===== src/rtl/imem_prefetch.sv =====
// Instruction prefetch bridge: streams sequential words into a small FIFO ahead of
// the fetch stage and flushes on any non-sequential fetch address.
module imem_prefetch #(
   parameter int unsigned DEPTH      = 4,
   parameter logic [31:0] RESET_ADDR = 32'h0
) (
   input  logic        clk,
   input  logic        nrst,
   input  logic        exIns_ren,
   input  logic [31:0] exIns_addr,
   output logic        exIns_valid,
   output logic [31:0] exIns_in,
   output logic        mem_req,
   output logic [31:0] mem_addr,
   input  logic        mem_gnt,
   input  logic        mem_rvalid,
   input  logic [31:0] mem_rdata
);
   localparam int unsigned AW = $clog2(DEPTH);
   localparam int unsigned CW = AW + 1;
   localparam logic [CW:0] DEPTH_C = (CW + 1)'(DEPTH);

   localparam logic [0:0] ST_IDLE = 1'b0;
   localparam logic [0:0] ST_RUN  = 1'b1;

   logic [0:0]    state_reg, state_next;
   logic [31:0]   fifo_mem [DEPTH];
   logic [CW-1:0] rd_ptr_reg, rd_ptr_next;
   logic [CW-1:0] wr_ptr_reg, wr_ptr_next;
   logic [31:0]   head_addr_reg, head_addr_next;
   logic [31:0]   fetch_addr_reg, fetch_addr_next;
   logic [CW-1:0] outst_reg, outst_next;
   logic [CW-1:0] discard_reg, discard_next;
   logic          pend_reg, pend_next;
   logic          pend_old_reg, pend_old_next;
   logic [31:0]   pend_addr_reg, pend_addr_next;

   logic [CW-1:0] occupancy;
   logic [CW:0]   budget;
   logic          addr_match;
   logic          hit;
   logic          redirect;
   logic          issue_new;
   logic          granted;
   logic          push;

   assign occupancy  = wr_ptr_reg - rd_ptr_reg;
   assign budget     = {1'b0, outst_reg} + {1'b0, occupancy};
   assign addr_match = exIns_addr[31:2] == head_addr_reg[31:2];
   assign hit        = exIns_ren && (state_reg == ST_RUN) && (occupancy != '0) && addr_match;
   assign redirect   = exIns_ren && ((state_reg == ST_IDLE) || !addr_match);

   // A request that was not granted is held (pend_reg) with its original address,
   // even when a redirect has since made it stale.
   assign issue_new  = (state_reg == ST_RUN) && !pend_reg && !redirect && (budget < DEPTH_C);
   assign mem_req    = pend_reg || issue_new;
   assign mem_addr   = pend_reg ? pend_addr_reg : fetch_addr_reg;
   assign granted    = mem_req && mem_gnt;
   assign push       = mem_rvalid && !redirect && (discard_reg == '0);

   assign exIns_valid = hit;
   assign exIns_in    = hit ? fifo_mem[rd_ptr_reg[AW-1:0]] : 32'h0;

   always_comb begin
      state_next      = state_reg;
      rd_ptr_next     = rd_ptr_reg;
      wr_ptr_next     = wr_ptr_reg;
      head_addr_next  = head_addr_reg;
      fetch_addr_next = fetch_addr_reg;
      outst_next      = outst_reg + CW'(granted) - CW'(mem_rvalid);
      discard_next    = discard_reg;
      pend_next       = mem_req && !mem_gnt;
      pend_addr_next  = mem_addr;
      pend_old_next   = pend_old_reg;

      if (push) wr_ptr_next = wr_ptr_reg + CW'(1);
      if (hit) begin
         rd_ptr_next    = rd_ptr_reg + CW'(1);
         head_addr_next = head_addr_reg + 32'd4;
      end
      // Only a grant for the current stream advances the fetch pointer.
      if (granted && !(pend_reg && pend_old_reg)) fetch_addr_next = fetch_addr_reg + 32'd4;
      if (mem_rvalid && (discard_reg != '0)) discard_next = discard_reg - CW'(1);
      if (!pend_next) pend_old_next = 1'b0;

      if (redirect) begin
         state_next      = ST_RUN;
         rd_ptr_next     = '0;
         wr_ptr_next     = '0;
         head_addr_next  = exIns_addr;
         fetch_addr_next = exIns_addr;
         // Everything granted and not yet returned, plus a still-held request, is old-stream.
         discard_next    = outst_next + CW'(pend_next);
         if (pend_next) pend_old_next = 1'b1;
      end
   end

   always_ff @(posedge clk or posedge nrst) begin
      if (nrst) begin
         state_reg      <= ST_IDLE;
         rd_ptr_reg     <= '0;
         wr_ptr_reg     <= '0;
         head_addr_reg  <= RESET_ADDR;
         fetch_addr_reg <= RESET_ADDR;
         outst_reg      <= '0;
         discard_reg    <= '0;
         pend_reg       <= 1'b0;
         pend_old_reg   <= 1'b0;
         pend_addr_reg  <= RESET_ADDR;
      end else begin
         state_reg      <= state_next;
         rd_ptr_reg     <= rd_ptr_next;
         wr_ptr_reg     <= wr_ptr_next;
         head_addr_reg  <= head_addr_next;
         fetch_addr_reg <= fetch_addr_next;
         outst_reg      <= outst_next;
         discard_reg    <= discard_next;
         pend_reg       <= pend_next;
         pend_old_reg   <= pend_old_next;
         pend_addr_reg  <= pend_addr_next;
      end
   end

   // Data-only storage; read asynchronously so hits add no latency.
   always_ff @(posedge clk) begin
      if (push) fifo_mem[wr_ptr_reg[AW-1:0]] <= mem_rdata;
   end

endmodule


===== config.mk =====
export PLATFORM = sky130hd
export DESIGN_NAME = imem_prefetch
export DESIGN_NICKNAME = d
export VERILOG_FILES = /design/src/rtl/imem_prefetch.sv
export SDC_FILE = /design/constraint.sdc
export NUM_CORES = 1
export LEC_CHECK = 0
export BUFFER_PORTS_ARGS = -buffer_cell sky130_fd_sc_hd__buf_2
export CORE_UTILIZATION = 45
export DETAILED_ROUTE_END_ITERATION = 7
export HOLD_SLACK_MARGIN = 0.03
export PLACE_DENSITY = 0.77
export REMOVE_ABC_BUFFERS = 1
export SLEW_MARGIN = 20
export SYNTH_ARGS = -nofsm -noshare
export SYNTH_HDL_FRONTEND = slang
export SYNTH_SLANG_ARGS = --single-unit

===== constraint.sdc =====
create_clock -name clk -period 4 [get_ports clk]
set_input_delay 0.8 -clock clk [delete_from_list [all_inputs] [get_ports clk]]
set_output_delay 0.8 -clock clk [all_outputs]
set_load 0.01 [all_outputs]

**Yosys cells after proc, flatten, opt, wreduce, memory -nomap -nowiden**

Memories as Yosys holds them, arrays and structs flattened.
Index checks and enable logic that the tools add are counted.

- Logic and storage cells: 69
- Memories kept: 1
- RAM bits: 128
- Bits in registers: 111
- Bits of input ports: 69
- Output and inout port bits: 66

Memory list:

| name | words | width | read ports | clocked after memory_dff | write ports | RTL line | RTL |
|---|---|---|---|---|---|---|---|
| fifo_mem | 4 | 32 | 1 | 0 | 1 | 27 | `logic [31:0] fifo_mem [DEPTH];` |

- Magnitude comparators: 1
- Bitwise operators: 1
- Muxes and demuxes: 17
- $add $sub $neg: 10
- Reduce and logical (&&, ||, !) cells: 28
- Equal/unequal tests: 1

Operators by type and width:

| kind | count |
|---|---|
| two-way mux 32 bit | 6 |
| adder 32 x 3 -> 32 bit, second input constant | 2 |
| == test 30 bit | 1 |
| two-way mux 3 bit | 6 |
| logical AND 1 bit | 14 |
| nonzero test 2 bit | 4 |
| adder 3 x 1 -> 3 bit | 2 |
| adder 3 x 1 -> 3 bit, second input constant | 2 |
| nonzero test 3 bit | 2 |
| logical NOT 1 bit | 5 |
| two-way mux 1 bit | 5 |
| adder 3 x 3 -> 4 bit | 1 |
| < comparator 4 x 3 -> 1 bit, second input constant | 1 |
| logical NOT 3 bit | 1 |
| subtractor 3 x 1 -> 3 bit | 1 |
| subtractor 3 x 1 -> 3 bit, second input constant | 1 |
| subtractor 3 bit | 1 |
| logical OR 1 bit | 2 |
| inverter 1 bit | 1 |

**Longest topological paths before layout**

- Depth in word-level cells: 13
- Gate-level depth with buffers: 19
- Depth with buffers taken out: 19

**Worst setup path before layout**

Ideal clock, no wire load.

- Path kind: register to register
- From: register rd_ptr_reg[1]
- To: register discard_reg[2]
- Path buffers: 2
- Path slack: -205 ps
- Stages on the path, launching flop included: 20
- Clock period less this slack: 4,205 ps
- Library setup time: 136 ps
- Data arrival time: 4,069 ps
- Required time: 3,864 ps
- Cell sequence: dfrtp_1 -> clkbuf_1 -> clkbuf_1 -> inv_1 -> fa_1 -> xnor3_2 -> ha_1 -> nor4b_1 -> a31oi_1 -> inv_1 -> nand2_1 -> ha_1 -> inv_1 -> ha_1 -> inv_1 -> fa_1 -> inv_1 -> ha_1 -> xnor2_1 -> o21ai_0

- Word-level cells in the longest chain between the ends: 10
- Elaborated cells on any way between the ends: 11
- Those cells by class: add/sub (5); order compare (1); mux (1); reduce/logical (4)

Ends and longest elaborated chain:

| element | RTL line | RTL |
|---|---|---|
| from (decl) | 28 | `logic [CW-1:0] rd_ptr_reg, rd_ptr_next;` |
| from (signal assigned) | 112 | `rd_ptr_reg <= rd_ptr_next;` |
| subtractor 3 bit | 47 | `assign occupancy = wr_ptr_reg - rd_ptr_reg;` |
| adder 3 x 3 -> 4 bit | 48 | `assign budget = {1'b0, outst_reg} + {1'b0, occupancy};` |
| < comparator 4 x 3 -> 1 bit | 55 | `assign issue_new = (state_reg == ST_RUN) && !pend_reg && !redirect && (budget < DEPTH_C);` |
| logical AND 1 bit | 55 |  |
| logical OR 1 bit | 56 | `assign mem_req = pend_reg \|\| issue_new;` |
| net mem_req | 13 | `output logic mem_req,` |
| logical AND 1 bit | 58 | `assign granted = mem_req && mem_gnt;` |
| adder 3 x 1 -> 3 bit | 70 | `outst_next = outst_reg + CW'(granted) - CW'(mem_rvalid);` |
| subtractor 3 x 1 -> 3 bit | 70 |  |
| net outst_next[1] | 32 | `logic [CW-1:0] outst_reg, outst_next;` |
| adder 3 x 1 -> 3 bit | 93 | `discard_next = outst_next + CW'(pend_next);` |
| two-way mux 3 bit | 86 | `if (redirect) begin` |
| to (signal assigned) | 117 | `discard_reg <= discard_next;` |
| to (decl) | 33 | `logic [CW-1:0] discard_reg, discard_next;` |

The timed path passes the listed nets, and every way through them passes these cells.
A chain may end at the register's enable or synchronous reset.

**Worst setup path after layout**

- From: register wr_ptr_reg[0]
- To: output exIns_in[7]

- Word-level cells in the longest chain between the ends: 5

Ends and longest elaborated chain:

| element | RTL line | RTL |
|---|---|---|
| from (decl) | 29 | `logic [CW-1:0] wr_ptr_reg, wr_ptr_next;` |
| from (signal assigned) | 113 | `wr_ptr_reg <= wr_ptr_next;` |
| subtractor 3 bit | 47 |  |
| nonzero test 3 bit | 50 | `assign hit = exIns_ren && (state_reg == ST_RUN) && (occupancy != '0) && addr_match;` |
| logical AND 1 bit (2 in series) | 50 |  |
| two-way mux 32 bit | 62 | `assign exIns_in = hit ? fifo_mem[rd_ptr_reg[AW-1:0]] : 32'h0;` |
| to (decl) | 12 | `output logic [31:0] exIns_in,` |

No other way between the ends.

==> flow_summary_export.csv <==
group,metric,value,unit
detailed_routing,finalWirelength,23.4,mm
status,status,"finished, final reports clean",
clock_tree,root_buffer,"clkbuf_16",
layout,nNetsFinal,1033,
clock_tree,cts_htree_levels,1,
place,io_buffers,134,
layout,largest_reg_flops,128,
clock_tree,insertion_delay,0.52,ns
clock_tree,ctsHoldBuffers,0,
timing,skew,0.00827,ns
timing,whs,0.460,ns
run,drv_cap,0,
synth,ys_ff_latch,237,
die,io_pins,135,
detailed_routing,first_pass_iters,5,
clock_tree,cts_buffers,26,
die,core,23400,µm²
synth,synth-seq-area-share,61.3,%
power,power_frac_seq,47.1,%
power,power.switching,0.00158,W
detailed_routing,drc_errors,0,
critical_path,cp_cell_sequence,"inv_1, ha_1, inv_1, fa_1, xnor3_2, buf_4, nor2_1, nor2_1, nand3_2, buf_6, nor2b_1, buf_2",
critical_path,critPathKind,"flop to output port",
timing,worstMarginPinSlew,0.873,ns
power,power.leakage,4.85,nW
synth,yosysTopAreaCellShare,35.8,%
layout,fillers,1960,
timing,post-route-period-util,94.8,%
global_route,antenna_found_initial,1,
timing,fin_ws,0.208,ns
global_route,grt_overflow_total,0,
clock_tree,clk_pin_slew,0.06,ns
power,comb_power_share,14.7,%
layout,post-route-util,54.2,%
global_route,grt_pass1_vias,7147,
critical_path,reg2reg_slack,0.26,ns
detailed_routing,vias_per_cell,5.44,
critical_path,rr_worst_depth,19,
power,peakVddDrop,0.415,mV
timing,finalHoldViolCount,0,
layout,syn_to_final_growth,18.2,%
timing,setup_viol,0,
power,p_int,0.00467,W
power,clockPowerShare,38.2,%
global_route,grt_max_degree,71,
place,dp_slack,0.0618,ns
timing,slew_headroom,41.8,%
layout,layout-drive-gt1-share,27.6,%
synth,synth_area_per_cell,13.4,µm²
synth,async_flop_share,46.0,%
critical_path,cpPeakStageDelay,0.40,ns
timing,slew_viol_final,0,
clock_tree,clk_path_buf_depth,3,
power,power.share.switching,25.2,%
synth,synth_cell_type_count,58,
critical_path,startpoint_type,"flop",
clock_tree,cts_sinks,237,
place,dpl.hpwl,15.6,mm
die,num_rows,56,
global_route,grt_usage,19.7,%
worst_hold_path,min_path_type,"input pin to asynchronous set/reset pin",
die,die_h,156,µm
power,p_per_area,492,nW/µm²
detailed_routing,vias,7002,
die,dieArea,24500,µm²
global_route,grt_pass1_wl,37.5,mm
synth,synth_warnings,0,
synth,synthTopCellsByCount,"edfxtp_1, dfrtp_1, nand2_1",
timing,period_needed,3.79,ns
detailed_routing,avgRoutedWirePerCell,18.2,µm
detailed_routing,drt.antenna.violating_nets,0,
synth,ys.flop_type,"edfxtp_1",
clock_tree,cts_tree,"built",
critical_path,arrival,2.99,ns
synth,synth_area_leaders,"edfxtp_1, dfrtp_1, mux4_2",
timing,rsz0062_at_grt,"true",
place,place.gp.congestion,0.838,
synth,netlist_instances,803,
synth,synth-edff-count,128,
detailed_routing,first_iter_violations,504,
synth,yosysTopAreaCell,"edfxtp_1",
die,die_x,156,µm
critical_path,critPathCaptureType,"output port",
synth,yosys.cell_count.top_type,"edfxtp_1",
critical_path,critical_path.slowest_cell,"dfrtp_1",
critical_path,cp_max_fo,24,
die,initial_core_util,45.8,%
timing,clock.fmax,264,MHz
synth,netlist_area,10700,µm²
critical_path,crit_required,3.20,ns
==> cells in the final DEF, fill, tap and decap left out, drive strengths merged, types with 30 or more instances in the layout <==
master / instances
buf: 151
xnor2: 48
nand3: 48
o21ai: 30
nand2: 67
clkbuf: 39
nor2b: 34
nor2: 30
edfxtp: 128
mux4: 32
dfrtp: 109
==> routing by layer <==
| layer | share of wire (%) | GRT usage [%] |
|---|---|---|
| met4 | 2.3 | 6.49 |
| met2 | 49 | 33.1 |
| met3 | 7.2 | 4.46 |
| met5 | 0 | 0 |
| met1 | 42 | 25.3 |
==> worst max-delay path, delay by kind of cell (launching register included) <==
kind          cells  cell delay, ns
fa+ha+maj         2            0.50
buf+inv           5            0.62
simple gates      4            0.72
xor+xnor          1            0.24
flops             1            0.40
==> cell families (layout without fill, tap and decap cells) <==
family | Yosys count | after routing | share of synthesized area, %
AOI/OAI and AO/OA | 87 | 87 | 5.10
other | 0 | 1 | 0
muxes | 65 | 65 | 10.1
adders and majority gates | 18 | 18 | 2.24
DFF | 237 | 237 | 61.3
buffers and inverters | 57 | 220 | 2.14
xor gates and xnor gates | 67 | 67 | 5.61
and+or+nand+nor | 272 | 272 | 13.5
==> final timing paths <==
path	from	to
hold / removal	nrst	fetch_addr_reg[14]$_DFFE_PP0P_
hold reg to reg	fetch_addr_reg[1]$_DFFE_PP0P_	fetch_addr_reg[1]$_DFFE_PP0P_
setup reg to reg	wr_ptr_reg[0]$_DFFE_PP0P_	discard_reg[2]$_DFFE_PP0P_
min in group clk	fetch_addr_reg[1]$_DFFE_PP0P_	fetch_addr_reg[1]$_DFFE_PP0P_
setup / recovery	wr_ptr_reg[0]$_DFFE_PP0P_	exIns_in[7]
max in group asynchronous	nrst	state_reg$_DFFE_PP0P_
==> power by group through the flow <==
| stage | Clock, W | Combinational [W] | Sequential, W |
|---|---|---|---|
| 2_1_floorplan | 0 | 0.000603 | 0.00297 |
| 3_3_place_gp | 0 | 0.000883 | 0.00298 |
| 3_5_place_dp | 0 | 0.000912 | 0.00299 |
| 4_1_cts | 0.00243 | 0.000919 | 0.00294 |
| 5_1_grt | 0.00252 | 0.00103 | 0.00297 |
| 6_report | 0.00239 | 0.000915 | 0.00294 |
==> timing repair <==
item                       4_1_cts  5_1_grt
setup buffers                    0        0
gates resized for setup          0        4
setup endpoints to repair        0       15
==> through the flow <==
| stage | instances | setup TNS [ns] | power [W] | area (µm²) |
|---|---|---|---|---|
| 2_1_floorplan | 767 | -29.46 | 0.00357 | 10600 |
| 3_3_place_gp | 1237 | 0 | 0.00386 | 11800 |
| 3_5_place_dp | 1237 | 0 | 0.00390 | 11800 |
| 4_1_cts | 1285 | 0 | 0.00629 | 12700 |
| 5_1_grt | 1286 | -0.00364 | 0.00652 | 12700 |
| 6_report | 1286 | 0 | 0.00624 | 12700 |
==> layout make-up <==
| cell class | count | area (µm²) | share of cell area, % |
|---|---|---|---|
| diodes | 1 | 2.50 | 0.0197 |
| clock buffers | 39 | 761 | 6.00 |
| clock inverters | 9 | 101 | 0.799 |
| inverters | 21 | 81.3 | 0.641 |
| multi-input cells | 509 | 3960 | 31.2 |
| flip-flops and latches | 237 | 6570 | 51.8 |
| well taps | 319 | 399 | 3.15 |
| repair buffers | 151 | 802 | 6.33 |
Note: power is estimated with default switching activity, not from simulation.
